<file path="src/rtl/gcd_seq_pkg.sv">
`default_nettype none
// +----------------------------------------------------------------------+
// | gcd_seq_pkg : shared state encoding and default ALU select codes     |
// | Revision    : 1.0                                                    |
// +----------------------------------------------------------------------+
package gcd_seq_pkg;

  typedef enum logic [2:0] {
    IDLE = 3'd0,
    LOAD = 3'd1,
    CMP  = 3'd2,
    SUB  = 3'd3,
    DONE = 3'd4
  } state_t;

  localparam logic [5:0] c_sel_sub_default  = 6'b000_101;
  localparam logic [5:0] c_sel_idle_default = 6'b000_000;

endpackage
`default_nettype wire

</file>
<file path="src/rtl/edge_sync.sv">
`default_nettype none
// +----------------------------------------------------------------------+
// | edge_sync : two-flop synchronizer plus rising-edge pulse detector    |
// | Revision  : 1.0                                                      |
// +----------------------------------------------------------------------+
module edge_sync (
  input  logic clk,
  input  logic rst_n,
  input  logic i_level,
  output logic o_pulse
);

  logic s1_q, s2_q, s3_q;
  logic v1_q, v2_q;
  logic armed_q, armed_d;

  // A level already high when reset releases must not look like a rise:
  // arm only once the synchronized level has been seen low.
  always_comb begin
    armed_d = armed_q | (v2_q & ~s2_q);
  end

  always_ff @(posedge clk or negedge rst_n) begin
    if (!rst_n) begin
      s1_q    <= 1'b0;
      s2_q    <= 1'b0;
      s3_q    <= 1'b0;
      v1_q    <= 1'b0;
      v2_q    <= 1'b0;
      armed_q <= 1'b0;
    end else begin
      s1_q    <= i_level;
      s2_q    <= s1_q;
      s3_q    <= s2_q;
      v1_q    <= 1'b1;
      v2_q    <= v1_q;
      armed_q <= armed_d;
    end
  end

  assign o_pulse = s2_q & ~s3_q & armed_q;

endmodule
`default_nettype wire

</file>
<file path="src/rtl/gcd_seq.sv">
`default_nettype none
// +----------------------------------------------------------------------+
// | gcd_seq : subtractive GCD sequencer driving an external shared ALU   |
// | Revision : 1.0                                                       |
// +----------------------------------------------------------------------+
module gcd_seq
  import gcd_seq_pkg::*;
#(
  parameter int         WIDTH    = 12,
  parameter logic [5:0] SEL_SUB  = c_sel_sub_default,
  parameter logic [5:0] SEL_IDLE = c_sel_idle_default
) (
  input  logic             lcdclk,
  input  logic             resetn,
  input  logic             start_lvl,
  input  logic [WIDTH-1:0] a_in,
  input  logic [WIDTH-1:0] b_in,
  output logic [5:0]       alu_sel,
  output logic [WIDTH-1:0] alu_a,
  output logic [WIDTH-1:0] alu_b,
  input  logic [WIDTH-1:0] alu_y,
  output logic [WIDTH-1:0] result,
  output logic [WIDTH-1:0] iter,
  output logic             busy,
  output logic             done,
  output logic             err
);

  localparam logic [WIDTH-1:0] c_zero = '0;
  localparam logic [WIDTH-1:0] c_one  = {{(WIDTH-1){1'b0}}, 1'b1};

  logic w_start_pls;

  state_t           state_q, state_d;
  logic [WIDTH-1:0] ra_q, ra_d, rb_q, rb_d;
  logic [WIDTH-1:0] alu_a_q, alu_a_d, alu_b_q, alu_b_d;
  logic [WIDTH-1:0] result_q, result_d, iter_q, iter_d;
  logic             sel_a_q, sel_a_d;
  logic             err_q, err_d;
  logic             busy_q, busy_d, done_q, done_d;
  logic [5:0]       alu_sel_q, alu_sel_d;

  edge_sync u_edge_sync (
    .clk     (lcdclk),
    .rst_n   (resetn),
    .i_level (start_lvl),
    .o_pulse (w_start_pls)
  );

  always_comb begin
    state_d  = state_q;
    ra_d     = ra_q;
    rb_d     = rb_q;
    alu_a_d  = alu_a_q;
    alu_b_d  = alu_b_q;
    result_d = result_q;
    iter_d   = iter_q;
    sel_a_d  = sel_a_q;
    err_d    = err_q;

    case (state_q)
      IDLE: begin
        if (w_start_pls) state_d = LOAD;
      end
      LOAD: begin
        ra_d     = a_in;
        rb_d     = b_in;
        iter_d   = c_zero;
        err_d    = 1'b0;
        result_d = c_zero;
        if ((a_in == c_zero) && (b_in == c_zero)) begin
          err_d   = 1'b1;
          state_d = DONE;
        end else if (a_in == c_zero) begin
          result_d = b_in;
          state_d  = DONE;
        end else if (b_in == c_zero) begin
          result_d = a_in;
          state_d  = DONE;
        end else begin
          state_d = CMP;
        end
      end
      CMP: begin
        if (ra_q == rb_q) begin
          result_d = ra_q;
          state_d  = DONE;
        end else if (ra_q > rb_q) begin
          alu_a_d = ra_q;
          alu_b_d = rb_q;
          sel_a_d = 1'b1;
          state_d = SUB;
        end else begin
          alu_a_d = rb_q;
          alu_b_d = ra_q;
          sel_a_d = 1'b0;
          state_d = SUB;
        end
      end
      SUB: begin
        if (sel_a_q) ra_d = alu_y;
        else         rb_d = alu_y;
        iter_d  = iter_q + c_one;
        state_d = CMP;
      end
      DONE: begin
        state_d = IDLE;
      end
      default: begin
        state_d = IDLE;
      end
    endcase

    // Status outputs are registered from the next state so they line up with it.
    busy_d    = (state_d != IDLE);
    done_d    = (state_d == DONE);
    alu_sel_d = (state_d == SUB) ? SEL_SUB : SEL_IDLE;
  end

  always_ff @(posedge lcdclk or negedge resetn) begin
    if (!resetn) begin
      state_q   <= IDLE;
      ra_q      <= '0;
      rb_q      <= '0;
      alu_a_q   <= '0;
      alu_b_q   <= '0;
      result_q  <= '0;
      iter_q    <= '0;
      sel_a_q   <= 1'b0;
      err_q     <= 1'b0;
      busy_q    <= 1'b0;
      done_q    <= 1'b0;
      alu_sel_q <= SEL_IDLE;
    end else begin
      state_q   <= state_d;
      ra_q      <= ra_d;
      rb_q      <= rb_d;
      alu_a_q   <= alu_a_d;
      alu_b_q   <= alu_b_d;
      result_q  <= result_d;
      iter_q    <= iter_d;
      sel_a_q   <= sel_a_d;
      err_q     <= err_d;
      busy_q    <= busy_d;
      done_q    <= done_d;
      alu_sel_q <= alu_sel_d;
    end
  end

  assign alu_sel = alu_sel_q;
  assign alu_a   = alu_a_q;
  assign alu_b   = alu_b_q;
  assign result  = result_q;
  assign iter    = iter_q;
  assign busy    = busy_q;
  assign done    = done_q;
  assign err     = err_q;

endmodule
`default_nettype wire

</file>
<file path="config.mk">
export PLATFORM = sky130hd
export DESIGN_NAME = gcd_seq
export DESIGN_NICKNAME = d
export VERILOG_FILES = /design/src/rtl/gcd_seq_pkg.sv /design/src/rtl/edge_sync.sv /design/src/rtl/gcd_seq.sv
export SDC_FILE = /design/constraint.sdc
export NUM_CORES = 1
export LEC_CHECK = 0
export CAP_MARGIN = 20
export CORE_MARGIN = 4
export CORE_UTILIZATION = 55
export CTS_BUF_LIST = sky130_fd_sc_hd__clkbuf_16
export DETAILED_ROUTE_END_ITERATION = 8
export PLACE_DENSITY_LB_ADDON = 0.05
export SLEW_MARGIN = 0
export SYNTH_ARGS = -nofsm -noshare
export SYNTH_HDL_FRONTEND = slang
export SYNTH_HIERARCHICAL = 1
export SYNTH_SLANG_ARGS = --single-unit
</file>
<file path="constraint.sdc">
create_clock -name lcdclk -period 3.8 [get_ports lcdclk]
set_clock_uncertainty 0.1 [all_clocks]
set_input_delay 0.76 -clock lcdclk [delete_from_list [all_inputs] [get_ports lcdclk]]
set_output_delay 0.76 -clock lcdclk [all_outputs]
set_load 0.03 [all_outputs]
</file>
==> impl_metrics.ini <==
[power_and_ir_drop]
peakVddDrop_uv = 631.7
seqPwrFrac_pct = 30.5
clockPowerShare_pct = 16.2
p_int_mw = 2.901
swShare_pct = 45.83
leakage_nw = 2.497
power_frac_comb_pct = 53.3
power.density_nw_per_um2 = 943.2
p_switching_mw = 2.454

[setup_path]
arrival_ns = 2.77
cp-end-kind = register
crit_type = in -> reg
critical_path.top_delay_family = simple AND/OR/NAND/NOR gates
path_max_fanout = 14
cp_common_cell = o21ai_0
start_kind = input pin
critPathBufInv = 1
crit_slowest_cell = and3_1
path_cells = clkdlybuf4s50_1 -> nor4_1 -> and3_1 -> a221o_1 -> o21ai_0 -> o21ai_0
cp.required_ns = 3.94
slowest_delay_ns = 0.60

[global_route]
met1_usage_pct = 33.72
grt_overflow_total = 0
antenna_found_initial = 0
grt_usage_pct = 25.86
grt_max_degree = 87
grt_pass1_vias = 4144
use_met2_pct = 42.43
grt_use_met3_pct = 4.176
grt_pass1_wl_um = 20390
busiest_layer = met2

[logic_synthesis]
synth-async-reset-ratio_pct = 100.0
syn_area_um2 = 4522
yosys.area.top_type = dfrtp_1
synth-edff-count = 0
synth_top_area_share_pct = 47.59
synth_most_common_cell = dfrtp_1
synth_common_cells = dfrtp_1, nand2_1, o21ai_0
yosys_most_used_dff = dfrtp_1
ys_warn_count = 6
syn_avg_cell_area_um2 = 9.460
synth_cell_type_count = 43
post_synth_main_area_contributors = dfrtp_1, o31ai_1, nand2_1
ys_seq_elements = 86
syn_inst = 478
ys_seq_area_share_pct = 47.59

[job]
maxCapViolCount = 0

[placed_design]
dpl.cell_count = 635
globalplace.congestion = 0.9183
dp_hpwl_um = 8555
io_buffers = 91

[clock_tree]
clk_pin_slew_ns = 0.06
cts_buffer_depth = 2
cts_made_buffers = 9
cts_setup_buffers = 0
h-tree-depth = 3
ctsHoldBuffers = 0
cts_num_sinks = 86
clk_latency_ns = 0.34
ctsResizeCount = 0
root_buffer = clkbuf_16
cts_tree = yes

[die]
initial_core_util_pct = 57.62
die_x_um = 98.67
die_y_um = 98.67
die_area_um2 = 9736
ios = 96
core_area_um2 = 7848
rows = 32

[drt]
wire_per_inst_um = 18.90
firstDrtPassIters = 5
drt-total-wl_um = 12320
drc = 0
vias = 4190
routed_via_density = 6.426
drt-initial-drc-count = 336
postRouteAntennaNets = 0

[finish]
n_antenna_cell = 0
layout.nets = 597
fin_cells = 652
drive_gt1_share_pct = 6.364
area_growth_pct = 25.57

[timing]
setup_viol = 0
slew_headroom_pct = 30.75
min_period_ns = 2.629
post-route-period-util_pct = 69.19
finalHoldViolCount = 0
worst_pin_slew_ns = 1.035
rsz0062_at_grt = no
drv_slew = 0
max_freq_ghz = 0.3803
final.setup.tns_ns = 0

[worst_hold_path]
hold_path_class = in -> async

[outcome]
outcome = completed
-- cell families after synthesis --
group | Yosys count | share of synthesized area (%)
buffers and inverters | 60 | 6.890
AND/OR/NAND/NOR | 149 | 17.21
flip-flops | 86 | 47.59
multiplexers | 8 | 1.771
AO/OA/AOI/OAI | 160 | 22.77
adder cells (fa/ha/maj) | 13 | 3.597
other | 2 | 0.1661
-- layer usage --
layer  share of wire (%)  routed length (um)
met1                  40                4964
met2                  48                5934
met3                 8.3                1024
met4                 3.2                 399
met5                   0                   0
-- metrics by stage --
step           total power [mW]  utilization, %  hold WS, ns  area (um^2)  setup slack, ns
2_1_floorplan             3.580               -       0.2312         4533            1.879
3_3_place_gp              4.378           68.29       0.2314         5359           0.9684
3_5_place_dp              4.466           68.29       0.2362         5359           0.9535
4_1_cts                   5.345           72.00       0.2503         5650            1.246
5_1_grt                   5.739           72.35       0.1773         5678            1.057
6_report                  5.355           72.35       0.1673         5678            1.171
-- cells in the final DEF, fill, tap and decap left out, types with 6 or more instances in the layout --
| master | Yosys | final |
|---|---|---|
| o21ai_1 | 14 | 14 |
| nand2_1 | 46 | 46 |
| buf_4 | 10 | 7 |
| nand4_1 | 27 | 27 |
| nor2_1 | 31 | 31 |
| clkbuf_16 | 0 | 9 |
| a211oi_1 | 12 | 12 |
| clkdlybuf4s50_1 | 0 | 90 |
| ha_1 | 13 | 13 |
| o31ai_1 | 24 | 24 |
| o21ai_0 | 33 | 33 |
| and3_1 | 15 | 15 |
| a31oi_1 | 24 | 24 |
| mux2i_1 | 8 | 8 |
| inv_1 | 14 | 15 |
| nor4_1 | 6 | 6 |
| a21oi_1 | 31 | 31 |
| a221o_1 | 12 | 12 |
| dfrtp_1 | 86 | 86 |
-- flip-flops by register name, indices dropped and copies added (netlist names) --
signal,count
alu_a,12
alu_b,12
iter,12
ra_q,12
rb_q,12
result,12
state_q,3
alu_sel,1
busy,1
done,1
err,1
sel_a_q,1
u_edge_sync/armed_q,1
u_edge_sync/s1_q,1
u_edge_sync/s2_q,1
u_edge_sync/s3_q,1
u_edge_sync/v1_q,1
u_edge_sync/v2_q,1
-- layout make-up --
cell class,instances,area (um^2)
Fill cell,621,2170
Sequential cell,86,2152
Multi-Input combinational cell,335,2069
Timing Repair Buffer,98,980.9
Clock buffer,9,225.2
Tap cell,102,127.6
Clock inverter,7,66.31
Inverter,15,56.30
-- power by group through the flow --
stage | clock (mW) | sequential, mW | combinational, mW
floorplan | 0 | 1.97 | 1.61
global placement | 0 | 1.63 | 2.75
detailed placement | 0 | 1.64 | 2.82
CTS | 0.874 | 1.63 | 2.84
global route | 0.918 | 1.68 | 3.14
finish | 0.867 | 1.63 | 2.85
-- path summary, 6_finish.rpt --
| path | startpoint | endpoint | slack [ns] | cells after the start |
|---|---|---|---|---|
| worst max-delay path | a_in[1] | result[1]$_DFFE_PN0P_ | 1.17 | 6 |
| worst min-delay path | resetn | u_edge_sync/v2_q$_DFF_PN0_ | 0.17 | 1 |
| worst max register to register | ra_q[11]$_DFFE_PN0P_ | alu_b[3]$_DFFE_PN0P_ | 1.26 | 5 |
| worst min register to register | u_edge_sync/v1_q$_DFF_PN0_ | u_edge_sync/v2_q$_DFF_PN0_ | 0.25 | 0 |
| max in group asynchronous | resetn | alu_a[10]$_DFFE_PN0P_ | 2.83 | 2 |
| min in group lcdclk | u_edge_sync/v1_q$_DFF_PN0_ | u_edge_sync/v2_q$_DFF_PN0_ | 0.25 | 0 |
No activity file was read; power rests on OpenSTA's default activity.
==> RTL change, RTL diff (config.mk and constraints unchanged) <==
Register the inputs `start_lvl`, `a_in`, `b_in` and `alu_y` before use, without a reset. The logic sees them one clock later.
--- a/src/rtl/gcd_seq.sv
+++ b/src/rtl/gcd_seq.sv
@@ -29,6 +29,18 @@
   localparam logic [WIDTH-1:0] c_zero = '0;
   localparam logic [WIDTH-1:0] c_one  = {{(WIDTH-1){1'b0}}, 1'b1};
 
+  logic start_lvl_q;
+  logic [WIDTH-1:0] a_q;
+  logic [WIDTH-1:0] b_q;
+  logic [WIDTH-1:0] alu_y_q;
+
+  always_ff @(posedge lcdclk) begin
+    start_lvl_q <= start_lvl;
+    a_q         <= a_in;
+    b_q         <= b_in;
+    alu_y_q     <= alu_y;
+  end
+
   logic w_start_pls;
 
   state_t           state_q, state_d;
@@ -43,7 +55,7 @@
   edge_sync u_edge_sync (
     .clk     (lcdclk),
     .rst_n   (resetn),
-    .i_level (start_lvl),
+    .i_level (start_lvl_q),
     .o_pulse (w_start_pls)
   );
 
@@ -63,19 +75,19 @@
         if (w_start_pls) state_d = LOAD;
       end
       LOAD: begin
-        ra_d     = a_in;
-        rb_d     = b_in;
+        ra_d     = a_q;
+        rb_d     = b_q;
         iter_d   = c_zero;
         err_d    = 1'b0;
         result_d = c_zero;
-        if ((a_in == c_zero) && (b_in == c_zero)) begin
+        if ((a_q == c_zero) && (b_q == c_zero)) begin
           err_d   = 1'b1;
           state_d = DONE;
-        end else if (a_in == c_zero) begin
-          result_d = b_in;
+        end else if (a_q == c_zero) begin
+          result_d = b_q;
           state_d  = DONE;
-        end else if (b_in == c_zero) begin
-          result_d = a_in;
+        end else if (b_q == c_zero) begin
+          result_d = a_q;
           state_d  = DONE;
         end else begin
           state_d = CMP;
@@ -98,8 +110,8 @@
         end
       end
       SUB: begin
-        if (sel_a_q) ra_d = alu_y;
-        else         rb_d = alu_y;
+        if (sel_a_q) ra_d = alu_y_q;
+        else         rb_d = alu_y_q;
         iter_d  = iter_q + c_one;
         state_d = CMP;
       end
Behaviour: not the same (a bounded check fails within 10 cycles, from zero or initial values and one cycle with resetn low).
==> RTL change against the unedited design <==
  * Routed wire length up 7.8%
  * Count of clock-buffer cells in the layout is 9 higher
  * Power increased by 21%
  * Cell area up 19%
  * Sequential cell count up 37
  * Setup slack got worse by 0.18 ns
  * Area after synthesis rose by 16%
  * Register-to-register slack lost 0.26 ns
  * Largest cell class unchanged
  * Largest power group unchanged
  * Highest routed layer unchanged
==> RTL change: results (changes against the unedited design) <==
status finished, final reports clean; worst min path class in2async; Critical Path End alu_a[5]; Static Leak 2.93 nW (+17%); R2R depth 4 (-1); Iteration-0 DRC Markers 289 (-14%); total CTS buffers 17 (+8); Slowest-stage cell, CP nor2_4; Peak VDD IR 0.000388 V (-39%); first-pass GRT wire length 20800 um (+1.9%); Slew HR 29.2% (-1.5 points); FF-to-FF setup slack 1.0 ns (-0.26 ns); Synth area leaders dfrtp_1 (41%), dfxtp_1 (14%), o31ai_1 (3.7%); CTS H-tree depth 4 (+1); Seq/Total Area, Yosys 55.1% (+7.5 points); layout cells sized above 1 8.25% (+1.9 points); WP data required 3.94 ns (about the same); Total GRT Usage 23.9% (-2.0 points); reg2reg end alu_a[5]; CP startpoint state_q[1]; vias in the first global route 3972 (-4.2%); GPL Wtd Cong 0.923 (+0.49%); f_max 357 MHz (-6.3%); Clock Latency Late Sink 0.42 ns (+0.08 ns); Synth Area per Inst 10.1 um2 (+7.2%); hold slack final 0.200 ns (+0.0322 ns); fin nets 645 (+8.0%); Placed Cells incl. Taps 702 (+11%); CP max stage delay 0.83 ns (+0.23 ns); wire per inst 18.1 um (-4.4%); synthesized area 5250 um2 (+16%); worst-path maximum fanout 51 (+37); hpwl dp 9240 um (+8.0%); Finished Layout Cells 735 (+13%); FFs w/ async S/R, synth 69.9% (-30 points); vias per std cell 5.93 (-7.7%); top cells by count, synth dfrtp_1 (86), nand2_1 (44), dfxtp_1 (37), nor2_1 (33), a21oi_1 (30)
==> RTL change: changes by cell type in the layout (fill, tap and decap cells not counted), moves of 3 or more <==
cell	delta
o21ai_0	-5
dfxtp_1	+37
inv_8	+4
o21ai_1	+10
inv_6	+6
and3_1	+3
clkbuf_16	+9
==> RTL change: kinds of logic after synthesis <==
family                     count (synthesis)  synth area share [%]
muxes                                      6                  1.14
buffers and inverters                     58                  5.69
adders and majority gates                 13                  3.10
other                                      2                 0.143
and+or+nand+nor                          151                  14.7
AOI/OAI and AO/OA                        165                  20.1
DFF                                      123                  55.1
==> RTL change: metrics by stage <==
step                      worst slack (ns)  area [um2]  utilization (%)
after floorplan                       1.88        5270                -
after CTS                             1.01        6720             72.4
after global placement                1.20        6130             66.0
final                                0.995        6750             72.7
after global routing                 0.716        6750             72.7
after detailed placement              1.01        6130             66.0
==> RTL change: layout make-up <==
class                      instances  area, um2
inverter                          14       52.6
clock inverter                    14        148
sequential                       123       2890
timing repair buffer              97        973
multi-input combinational        340       2070
tap                              129        161
fill                             731       2530
clock buffer                      18        450
==> RTL change: where the power goes <==
part | total [W] | internal (W) | switching (W)
Sequential | 0.00210 | 0.00170 | 0.000395
Clock | 0.00162 | 0.000969 | 0.000653
Combinational | 0.00279 | 0.00107 | 0.00172
==> RTL change: per-layer routing <==
metal | vias up | GRT usage, % | part of all wire, %
li1 | 2064 | - | -
met1 | 2051 | 31.9 | 42
met2 | 215 | 38.0 | 47
met3 | 28 | 6.00 | 8.8
met4 | 0 | 8.23 | 2.3
met5 | - | 0 | 0
==> RTL change: worst register-to-register path, delay by kind of cell (launching register included) <==
family / cells / cell delay (ns)
flip-flops: 1 / 0.74
AND/OR/NAND/NOR: 2 / 1.40
buffers and inverters: 1 / 0.17
AO/OA/AOI/OAI: 1 / 0.22
